### src/rtl/sram_rmw_pkg.sv
// ----------------------------------------------------------------------------
// sram_rmw_pkg
// Shared types and default geometry for the element read-modify-write
// controller and the element merge helper.
//   - state_t : controller FSM states (IDLE, READ, WRITE)
//   - op_t    : request operation (OP_WR overwrite, OP_ACC accumulate)
//   - ELEMS   : elements per SRAM word for the default geometry
// Optional feature macro used by the controller: SRAM_RMW_FWD_EN.
// ----------------------------------------------------------------------------
package sram_rmw_pkg;

    localparam int DEF_WIDTH      = 32;
    localparam int DEF_DEPTH      = 64;
    localparam int DEF_LG_DEPTH   = 6;
    localparam int DEF_ELEM_WIDTH = 8;
    localparam int DEF_LG_ELEMS   = 2;

    localparam int ELEMS = DEF_WIDTH / DEF_ELEM_WIDTH;

    typedef enum logic [1:0] {
        IDLE  = 2'd0,
        READ  = 2'd1,
        WRITE = 2'd2
    } state_t;

    typedef enum logic {
        OP_WR  = 1'b0,
        OP_ACC = 1'b1
    } op_t;

endpackage

### src/rtl/sram_rmw_ctrl_if.sv
// ----------------------------------------------------------------------------
// sram_rmw_ctrl_if
// Request/response bundle between an element writer (master) and the
// read-modify-write controller (slave).
//   req_valid/req_ready : request handshake
//   req_addr            : SRAM word address
//   req_elem            : element index inside the word
//   req_data            : element value
//   req_acc             : 0 overwrite, 1 accumulate (wrapping add)
//   resp_valid          : pulse in the write-back cycle
//   resp_word           : merged word written in that cycle
// ----------------------------------------------------------------------------
interface sram_rmw_ctrl_if
    import sram_rmw_pkg::*;
#(
    parameter int LG_DEPTH   = DEF_LG_DEPTH,
    parameter int LG_ELEMS   = DEF_LG_ELEMS,
    parameter int ELEM_WIDTH = DEF_ELEM_WIDTH,
    parameter int WIDTH      = DEF_WIDTH
);

    logic                  req_valid;
    logic                  req_ready;
    logic [LG_DEPTH-1:0]   req_addr;
    logic [LG_ELEMS-1:0]   req_elem;
    logic [ELEM_WIDTH-1:0] req_data;
    logic                  req_acc;
    logic                  resp_valid;
    logic [WIDTH-1:0]      resp_word;

    modport master (
        output req_valid, req_addr, req_elem, req_data, req_acc,
        input  req_ready, resp_valid, resp_word
    );

    modport slave (
        input  req_valid, req_addr, req_elem, req_data, req_acc,
        output req_ready, resp_valid, resp_word
    );

endinterface

### src/rtl/sram_elem_merge.sv
// ----------------------------------------------------------------------------
// sram_elem_merge
// Combinational element merge for element-packed SRAM words. Element k lives
// in bits [k*ELEM_WIDTH +: ELEM_WIDTH]. The selected element is replaced by
// data (overwrite) or by old+data modulo 2^ELEM_WIDTH (accumulate); all other
// elements pass through unchanged.
//   old_word in  WIDTH       word read from SRAM
//   elem     in  LG_ELEMS    element index
//   data     in  ELEM_WIDTH  element value
//   acc      in  1           0 overwrite, 1 accumulate
//   merged   out WIDTH       resulting word
// ----------------------------------------------------------------------------
module sram_elem_merge
    import sram_rmw_pkg::*;
#(
    parameter int WIDTH      = DEF_WIDTH,
    parameter int ELEM_WIDTH = DEF_ELEM_WIDTH,
    parameter int LG_ELEMS   = DEF_LG_ELEMS
) (
    input  logic [WIDTH-1:0]      old_word,
    input  logic [LG_ELEMS-1:0]   elem,
    input  logic [ELEM_WIDTH-1:0] data,
    input  logic                  acc,
    output logic [WIDTH-1:0]      merged
);

    localparam int N_ELEMS = WIDTH / ELEM_WIDTH;

    // Accumulation intentionally wraps; the carry out is discarded.
    function automatic logic [ELEM_WIDTH-1:0] add_wrap(
        input logic [ELEM_WIDTH-1:0] a,
        input logic [ELEM_WIDTH-1:0] b
    );
        return a + b;
    endfunction

    always_comb begin
        merged = old_word;
        for (int k = 0; k < N_ELEMS; k++) begin
            if (elem == LG_ELEMS'(k)) begin
                merged[k*ELEM_WIDTH +: ELEM_WIDTH] =
                    (op_t'(acc) == OP_ACC)
                        ? add_wrap(old_word[k*ELEM_WIDTH +: ELEM_WIDTH], data)
                        : data;
            end
        end
    end

endmodule

### src/rtl/sram_rmw_ctrl.sv
// ----------------------------------------------------------------------------
// sram_rmw_ctrl
// Element-granular read-modify-write controller driving port 0 of the dual
// port sram wrapper. A request is accepted in IDLE, the containing word is
// read (READ), merged with the element and written back (WRITE).
//   clk        in   clock
//   rst_n      in   asynchronous active-low reset
//   bus        slave request/response bundle (sram_rmw_ctrl_if)
//   sram_addr  out  to sram io_addr_0
//   sram_we    out  to sram io_we_0
//   sram_din   out  to sram io_din_0
//   sram_dout  in   from sram io_dout_0, valid one cycle after the address
//
// Optional feature macro SRAM_RMW_FWD_EN: remembers the last written word and
// skips the READ for a request to the same address. Only sound because this
// controller is the sole writer of its address range on port 0.
//
// sram_din and resp_word are the merge of sram_dout, which only becomes valid
// during WRITE, so they are gated combinationally by the registered state
// (zero outside WRITE). Every other output comes straight from a flop.
// ----------------------------------------------------------------------------
module sram_rmw_ctrl
    import sram_rmw_pkg::*;
#(
    parameter int WIDTH      = DEF_WIDTH,
    parameter int DEPTH      = DEF_DEPTH,
    parameter int LG_DEPTH   = DEF_LG_DEPTH,
    parameter int ELEM_WIDTH = DEF_ELEM_WIDTH,
    parameter int LG_ELEMS   = DEF_LG_ELEMS
) (
    input  logic                clk,
    input  logic                rst_n,
    sram_rmw_ctrl_if.slave      bus,
    output logic [LG_DEPTH-1:0] sram_addr,
    output logic                sram_we,
    output logic [WIDTH-1:0]    sram_din,
    input  logic [WIDTH-1:0]    sram_dout
);

    if ((WIDTH % ELEM_WIDTH) != 0 ||
        (1 << LG_ELEMS) != (WIDTH / ELEM_WIDTH) ||
        (1 << LG_DEPTH) != DEPTH) begin : g_bad_cfg
        $error("sram_rmw_ctrl: inconsistent WIDTH/ELEM_WIDTH/LG_ELEMS/DEPTH");
    end

    state_t                state_q,     state_d;
    logic [LG_DEPTH-1:0]   addr_q,      addr_d;
    logic [LG_ELEMS-1:0]   elem_q,      elem_d;
    logic [ELEM_WIDTH-1:0] data_q,      data_d;
    op_t                   acc_q,       acc_d;
    logic                  req_ready_q, req_ready_d;
    logic [LG_DEPTH-1:0]   sram_addr_q, sram_addr_d;
    logic                  sram_we_q,   sram_we_d;
    logic                  resp_vld_q,  resp_vld_d;

    logic [WIDTH-1:0]      old_word;
    logic [WIDTH-1:0]      merged;

`ifdef SRAM_RMW_FWD_EN
    logic                  fwd_q,       fwd_d;
    logic [LG_DEPTH-1:0]   last_addr_q, last_addr_d;
    logic [WIDTH-1:0]      last_word_q, last_word_d;
    logic                  last_vld_q,  last_vld_d;

    // On a forwarded request the last written word is the current contents.
    assign old_word = fwd_q ? last_word_q : sram_dout;
`else
    assign old_word = sram_dout;
`endif

    sram_elem_merge #(
        .WIDTH      (WIDTH),
        .ELEM_WIDTH (ELEM_WIDTH),
        .LG_ELEMS   (LG_ELEMS)
    ) u_merge (
        .old_word (old_word),
        .elem     (elem_q),
        .data     (data_q),
        .acc      (acc_q),
        .merged   (merged)
    );

    always_comb begin
        state_d     = state_q;
        addr_d      = addr_q;
        elem_d      = elem_q;
        data_d      = data_q;
        acc_d       = acc_q;
        req_ready_d = req_ready_q;
        sram_addr_d = sram_addr_q;
        sram_we_d   = 1'b0;
        resp_vld_d  = 1'b0;
`ifdef SRAM_RMW_FWD_EN
        fwd_d       = fwd_q;
        last_addr_d = last_addr_q;
        last_word_d = last_word_q;
        last_vld_d  = last_vld_q;
`endif

        // Outputs are registered, so each branch sets the values the next
        // state must present.
        case (state_q)
            IDLE: begin
                req_ready_d = 1'b1;
                if (bus.req_valid && req_ready_q) begin
                    addr_d      = bus.req_addr;
                    elem_d      = bus.req_elem;
                    data_d      = bus.req_data;
                    acc_d       = op_t'(bus.req_acc);
                    req_ready_d = 1'b0;
                    sram_addr_d = bus.req_addr;
                    state_d     = READ;
`ifdef SRAM_RMW_FWD_EN
                    fwd_d = 1'b0;
                    if (last_vld_q && (bus.req_addr == last_addr_q)) begin
                        fwd_d      = 1'b1;
                        state_d    = WRITE;
                        sram_we_d  = 1'b1;
                        resp_vld_d = 1'b1;
                    end
`endif
                end
            end

            // Address is on the SRAM this cycle; old word arrives in WRITE.
            READ: begin
                state_d     = WRITE;
                req_ready_d = 1'b0;
                sram_addr_d = addr_q;
                sram_we_d   = 1'b1;
                resp_vld_d  = 1'b1;
            end

            // Write-back commits at the end of this cycle.
            WRITE: begin
                state_d     = IDLE;
                req_ready_d = 1'b1;
`ifdef SRAM_RMW_FWD_EN
                fwd_d       = 1'b0;
                last_addr_d = addr_q;
                last_word_d = merged;
                last_vld_d  = 1'b1;
`endif
            end

            default: begin
                state_d     = IDLE;
                req_ready_d = 1'b0;
            end
        endcase
    end

    always_ff @(posedge clk or negedge rst_n) begin
        if (!rst_n) begin
            state_q     <= IDLE;
            addr_q      <= '0;
            elem_q      <= '0;
            data_q      <= '0;
            acc_q       <= OP_WR;
            req_ready_q <= 1'b0;
            sram_addr_q <= '0;
            sram_we_q   <= 1'b0;
            resp_vld_q  <= 1'b0;
`ifdef SRAM_RMW_FWD_EN
            fwd_q       <= 1'b0;
            last_addr_q <= '0;
            last_word_q <= '0;
            last_vld_q  <= 1'b0;
`endif
        end else begin
            state_q     <= state_d;
            addr_q      <= addr_d;
            elem_q      <= elem_d;
            data_q      <= data_d;
            acc_q       <= acc_d;
            req_ready_q <= req_ready_d;
            sram_addr_q <= sram_addr_d;
            sram_we_q   <= sram_we_d;
            resp_vld_q  <= resp_vld_d;
`ifdef SRAM_RMW_FWD_EN
            fwd_q       <= fwd_d;
            last_addr_q <= last_addr_d;
            last_word_q <= last_word_d;
            last_vld_q  <= last_vld_d;
`endif
        end
    end

    assign bus.req_ready  = req_ready_q;
    assign bus.resp_valid = resp_vld_q;
    assign bus.resp_word  = (state_q == WRITE) ? merged : '0;
    assign sram_addr      = sram_addr_q;
    assign sram_we        = sram_we_q;
    assign sram_din       = (state_q == WRITE) ? merged : '0;

endmodule

### src/flat_wrapper.sv
// flat-port wrapper written by rule: the top's interface ports become plain ports
module sram_rmw_ctrl_flat import sram_rmw_pkg::*;
#(
    parameter int WIDTH      = DEF_WIDTH,
    parameter int DEPTH      = DEF_DEPTH,
    parameter int LG_DEPTH   = DEF_LG_DEPTH,
    parameter int ELEM_WIDTH = DEF_ELEM_WIDTH,
    parameter int LG_ELEMS   = DEF_LG_ELEMS
)
  (clk, rst_n, sram_addr, sram_we, sram_din, sram_dout, bus_req_valid, bus_req_addr, bus_req_elem, bus_req_data, bus_req_acc, bus_req_ready, bus_resp_valid, bus_resp_word);
  sram_rmw_ctrl_if #(.LG_DEPTH(LG_DEPTH), .LG_ELEMS(LG_ELEMS), .ELEM_WIDTH(ELEM_WIDTH), .WIDTH(WIDTH)) bus_i ();
  input  logic clk;
  input  logic rst_n;
  output logic [LG_DEPTH-1:0] sram_addr;
  output logic sram_we;
  output logic [WIDTH-1:0] sram_din;
  input  logic [WIDTH-1:0] sram_dout;
  input wire logic [$bits(bus_i.req_valid)-1:0] bus_req_valid;
  input wire logic [$bits(bus_i.req_addr)-1:0] bus_req_addr;
  input wire logic [$bits(bus_i.req_elem)-1:0] bus_req_elem;
  input wire logic [$bits(bus_i.req_data)-1:0] bus_req_data;
  input wire logic [$bits(bus_i.req_acc)-1:0] bus_req_acc;
  output wire logic [$bits(bus_i.req_ready)-1:0] bus_req_ready;
  output wire logic [$bits(bus_i.resp_valid)-1:0] bus_resp_valid;
  output wire logic [$bits(bus_i.resp_word)-1:0] bus_resp_word;
  assign bus_i.req_valid = bus_req_valid;
  assign bus_i.req_addr = bus_req_addr;
  assign bus_i.req_elem = bus_req_elem;
  assign bus_i.req_data = bus_req_data;
  assign bus_i.req_acc = bus_req_acc;
  assign bus_req_ready = bus_i.req_ready;
  assign bus_resp_valid = bus_i.resp_valid;
  assign bus_resp_word = bus_i.resp_word;
  sram_rmw_ctrl #(.WIDTH(WIDTH), .DEPTH(DEPTH), .LG_DEPTH(LG_DEPTH), .ELEM_WIDTH(ELEM_WIDTH), .LG_ELEMS(LG_ELEMS)) u_core (.clk(clk), .rst_n(rst_n), .bus(bus_i), .sram_addr(sram_addr), .sram_we(sram_we), .sram_din(sram_din), .sram_dout(sram_dout));
endmodule
### config.mk
export PLATFORM = sky130hd
export DESIGN_NAME = sram_rmw_ctrl_flat
export DESIGN_NICKNAME = d
export VERILOG_FILES = /design/src/rtl/sram_rmw_pkg.sv /design/src/rtl/sram_rmw_ctrl_if.sv /design/src/rtl/sram_elem_merge.sv /design/src/rtl/sram_rmw_ctrl.sv /design/src/flat_wrapper.sv
export SDC_FILE = /design/constraint.sdc
export NUM_CORES = 1
export LEC_CHECK = 0
export BUFFER_PORTS_ARGS = -buffer_cell sky130_fd_sc_hd__buf_2
export CORE_MARGIN = 2
export CORE_UTILIZATION = 50
export CTS_CLUSTER_DIAMETER = 100
export DETAILED_ROUTE_END_ITERATION = 10
export GPL_ROUTABILITY_DRIVEN = 1
export PLACE_DENSITY_LB_ADDON = 0.25
export SLEW_MARGIN = 15
export SYNTH_ARGS = -nofsm -noshare
export SYNTH_HDL_FRONTEND = slang
export SYNTH_SLANG_ARGS = --single-unit
export TNS_END_PERCENT = 10
### constraint.sdc
create_clock -name clk -period 4.35 [get_ports clk]
set_input_delay 0.2175 -clock clk [delete_from_list [all_inputs] [get_ports clk]]
set_output_delay 0.2175 -clock clk [all_outputs]
set_load 0.005 [all_outputs]
# Word-level counts from Yosys, hierarchy flattened
# Index checks and enable logic that the tools add are counted.
[word_totals]
register_bits = 27
out_inout_bits = 73
elab_cells = 40
[classes]
n_addsub = 4
eq_ne = 6
muxes = 16
reduce_logical = 6
[ops]
columns = ["operator", "n"]
rows = [
  ["2-to-1 mux 8 bit", 8],
  ["adder 8 bit", 4],
  ["2-to-1 mux 32 bit", 1],
  ["one-hot mux 6 bit (2 select lines)", 1],
  ["equality test 2 bit, second input constant", 3],
  ["2-to-1 mux 6 bit", 1],
  ["equality test 2 x 1 -> 1 bit, second input constant", 2],
  ["zero test 2 bit", 2],
  ["one-hot mux 2 bit (2 select lines)", 1],
  ["AND reduction 2 bit", 2],
  ["2-to-1 mux 1 bit", 2],
  ["2-to-1 mux 2 bit", 1],
  ["inequality test 2 x 1 -> 1 bit, second input constant", 1],
  ["one-hot mux 1 bit (2 select lines)", 1],
  ["nonzero test 2 bit", 1],
  ["logical AND 1 bit", 1],
]

# Logic depth before layout (Yosys ltp)
[depth]
ltp_word = 4
ltp_mapped = 8

# By module
# Synthesis repeated with hierarchy kept, for this count alone.
[hier_totals]
cells_unflattened = 440
area_unflattened_um2 = 3447.1
[modules_own_cells]
columns = ["module", "n_inst", "cells_each", "area_per_inst_um2", "seq_area_each_um2"]
rows = [
  ["sram_elem_merge", 1, 305, 1878.1, 0.0],
  ["sram_rmw_ctrl", 1, 135, 1569.0, 675.6],
]

# Least setup slack after synthesis
# OpenSTA, ideal clock, no wires.
[synth_timing]
path_type = "reg2out"
from = "register u_core.data_q[0]"
to = "output sram_din[28]"
arrival_time_ns = 2.019
slack_ns = 2.114
stages_incl_launch_ff = 9
n_path_buf = 1
path_cell_list = "dfrtp_1 > ha_1 > fa_1 > a21o_1 > a21oi_1 > xnor2_1 > nand2_1 > a31oi_1 > buf_4"
[synth_between]
elab_chain_len = 4
[synth_lines]
columns = ["element", "line", "source"]
rows = [
  ["start: declaration", "sram_rmw_ctrl.sv:49", "logic [ELEM_WIDTH-1:0] data_q, data_d;"],
  ["start signal: assignment", "sram_rmw_ctrl.sv:174", "data_q <= data_d;"],
  ["adder 8 bit", "sram_elem_merge.sv:34", "return a + b;"],
  ["2-to-1 mux 8 bit", "sram_elem_merge.sv:43", "? add_wrap(old_word[k*ELEM_WIDTH +: ELEM_WIDTH], data)"],
  ["2-to-1 mux 8 bit", "sram_elem_merge.sv:40", "if (elem == LG_ELEMS'(k)) begin"],
  ["2-to-1 mux 32 bit", "--", ""],
  ["end: declaration", "flat_wrapper.sv:16", "output logic [WIDTH-1:0] sram_din;"],
]
# Every way passes these cells.

# Worst setup path in the final report
[layout_timing]
from = "register u_core.data_q[0]"
to = "output bus_resp_word[12]"
[layout_between]
elab_chain_len = 4
[layout_lines]
columns = ["element", "line", "source"]
rows = [
  ["adder 8 bit", "sram_elem_merge.sv:34", ""],
  ["2-to-1 mux 8 bit", "sram_elem_merge.sv:43", ""],
  ["2-to-1 mux 8 bit", "sram_elem_merge.sv:40", ""],
  ["2-to-1 mux 32 bit", "sram_rmw_ctrl.sv:191", "assign bus.resp_word = (state_q == WRITE) ? merged : '0;"],
  ["end: declaration", "flat_wrapper.sv:25", "output wire logic [$bits(bus_i.resp_word)-1:0] bus_resp_word;"],
]
# Every way passes these cells.

==> impl_metrics.toml <==
[outcome]
status = "finished, final reports clean"

[final_layout]
drive_gt1_frac = 0.2866
fin_nets = 591
diodes = 0
area_growth_syn_to_layout_pct = 14.48
stdcell_count = 583

[clocking]
clock-sinks = 27
cts_htree_levels = 1
tritoncts = "built"
root_buffer = "clkbuf_8"
clockBufferDepth = 2
path_clk_slew_ps = 90
cts_inserted_buffers = 3
insertion_delay_ps = 270

[placed_design]
port_buffers = 124
place_inst = 578
gp_congestion = 0.9679
dp_hpwl_mm = 7.085
pre_cts_ws_ps = 1956

[pwr]
internal-power_w = 0.001133
power_leakage_nw = 1.940
seq_power_share = 0.226
pwr-share-clk = 0.057
ir_drop_v = 0.0004282
power_density_nw_per_um2 = 663.2
combPwrFrac = 0.717
swShare = 0.5320
p_switching_w = 0.001288

[yosys]
ys_seq_elements = 27
synthesis.area_um2 = 3188
synth_area_leaders = "dfrtp_1 21%, ha_1 11%, nand2_1 10%"
yosysUniqueCellTypes = 48
ys_seq_area_frac = 0.2119
synth_warnings = 0
syn_inst = 427
synth_area_per_cell_um2 = 7.466
yosys.area_share.simple = 0.2155
synth_fa_ha_area_frac = 0.1350
synth_xor_xnor_area_share = 0.03022
synth.mux.area_fraction = 0.01609
synth_top_family_by_area = "compound AO/OA/AOI/OAI gates"
synth_top_area_cell = "dfrtp_1"
netlist.area_leader.share = 0.2119
synth_compound_gate_area_share = 0.2771
async_flop_share = 1.000
synth_nets = 511
synthTopCellsByCount = "88 x nand2_1, 50 x a21oi_1, 33 x buf_4"
yosys.cell_count.top_type = "nand2_1"
synth-main-ff-cell = "dfrtp_1"
synth_edf_count = 0

[detailed_routing]
dr_wl_met2_mm = 4.490
wl_mm = 9.399
dr.pass1.iters = 7
wl_met3_um = 734
via_count = 3430
top_layer = "met4"
detail_route.wl_per_cell_um = 16.12
drtIter0Drc = 193
drc = 0
vias_per_cell = 5.883
drt.antenna.violating_nets = 0
drt-met1-wl_mm = 4.078

[timing]
hold_viol = 0
min_period_ps = 2698
skew_ps = 5.942
rsz0062_at_grt = "no"
fmax_mhz = 370.7
setup_slack_ps = 1652
setup_viol = 0
worst_pin_slew_ps = 854.7
drv_slew = 0
maxSlewHeadroom = 0.4290
post-route-period-util = 0.6201
fin_tns_setup_ps = 0

[global_routing]
grtUsageTotal = 0.2605
grt_overflow_total = 0
grt_first_pass_wirelength_mm = 15.00
first_global_vias = 3117
grt_start_max_net_pins = 40
antenna_found_initial = 0

[floorplanning]
io_pins = 125
fp-row-count = 29
die_h_um = 83.85
die_w_um = 83.85
start_util = 0.5108
dieArea_um2 = 7031
placeableCoreArea_um2 = 6241

[worst_setup_path]
path_class = "reg2out"
end_kind = "output pin"
startpoint_type = "flop"
crit_fanout = 6
required_ps = 4130
worstPathArrival_ps = 2480

[flow_run]
maxCapViolCount = 0

[worst_hold_path]
hp-class = "in2reg"
-- timing repair --
| action | 4_1_cts | 5_1_grt |
|---|---|---|
| setup buffers | 0 | 0 |
| hold buffers | 1 | 0 |
| endpoints found under the hold margin | 27 | 0 |
| gates resized for setup | 0 | 0 |
-- flip-flops by register name (all words and copies together) (netlist names) --
signal                flops
u_core.state_q            2
u_core.bus.req_ready      1
u_core.elem_q             2
u_core.data_q             8
u_core.addr_q             6
u_core.sram_addr          6
u_core.sram_we            1
u_core.acc_q              1
-- per-stage QoR --
step	hold WS, ps	total power [W]	instance area, µm²	utilization
after global placement	255.0	0.002208	3593	0.5758
final	133.8	0.002421	3650	0.5848
after global routing	143.8	0.002657	3650	0.5848
after floorplan	-78.09	0.001832	3188	-
after CTS	125.7	0.002405	3650	0.5848
after detailed placement	263.8	0.002254	3593	0.5758
-- final timing paths --
check	startpoint	endpoint	slack, ps	cells past startpoint
worst min-delay path	bus_req_data[6]	u_core.data_q[6]$_DFFE_PN0P_	130	3
max in group asynchronous	rst_n	u_core.elem_q[1]$_DFFE_PN0P_	3470	2
worst max register to register	u_core.state_q[1]$_DFFE_PN0N_	u_core.data_q[1]$_DFFE_PN0P_	2580	4
worst max-delay path	u_core.data_q[0]$_DFFE_PN0P_	bus_resp_word[12]	1650	8
min in group asynchronous	rst_n	u_core.addr_q[3]$_DFFE_PN0P_	490	2
worst min register to register	u_core.addr_q[0]$_DFFE_PN0P_	u_core.addr_q[0]$_DFFE_PN0P_	490	2
-- metal layers --
| metal | vias up | track usage |
|---|---|---|
| li1 | 1658 | - |
| met1 | 1592 | 0.3522 |
| met2 | 168 | 0.4429 |
| met3 | 12 | 0.03264 |
| met4 | 0 | 0.06452 |
| met5 | - | 0 |
-- placed cells by master, fill, tap and decap left out, drive strengths merged, types with 2 or more instances in the layout --
cell type,netlist,layout
a211o,2,2
a211oi,8,8
a21o,9,9
a21oi,53,53
a222oi,2,2
a22oi,5,5
a2bb2oi,3,3
a31oi,15,15
buf,40,126
clkbuf,12,3
dfrtp,27,27
fa,4,4
ha,28,28
inv,10,10
mux2,3,3
nand2,88,88
nand2b,6,6
nand3,12,12
nand4b,2,2
nor2,16,16
nor2b,10,10
nor3,4,4
o211a,2,2
o21ai,30,30
o221ai,2,2
o31ai,5,5
or2,4,4
or3,5,5
xnor2,8,8
xor2,3,3
-- area by class of cell --
| cell class | count | area (µm²) |
|---|---|---|
| clock buffers | 3 | 41.29 |
| clock inverters | 1 | 5.005 |
| fillers | 632 | 2591 |
| inverters | 10 | 37.54 |
| multi-input cells | 338 | 2148 |
| flip-flops and latches | 27 | 675.6 |
| well taps | 77 | 96.34 |
| repair buffers | 127 | 645.6 |
-- cell families (layout without fill, tap and decap cells) --
logic type	Yosys count	in the layout
flops	27	27
buf+inv	62	141
fa+ha+maj	32	32
simple gates	151	151
compound gates	140	140
xor+xnor	11	11
mux	4	4
-- critical path, stage by stage (launching register included) --
cell	delay, ps
dfrtp_1	460
ha_1	240
fa_1	400
a21o_1	190
a21oi_1	260
xnor2_1	160
nand2_1	70
a31oi_1	270
buf_2	170
-- power groups by stage --
stage / registers, W / clock network (W) / logic (W)
global placement: 0.000535 / 0 / 0.00167
CTS: 0.000539 / 0.000144 / 0.00172
finish: 0.000546 / 0.000138 / 0.00174
global route: 0.000562 / 0.000151 / 0.00194
detailed placement: 0.000543 / 0 / 0.00171
floorplan: 0.000473 / 0 / 0.00136
(Power assumes the default switching activity.)
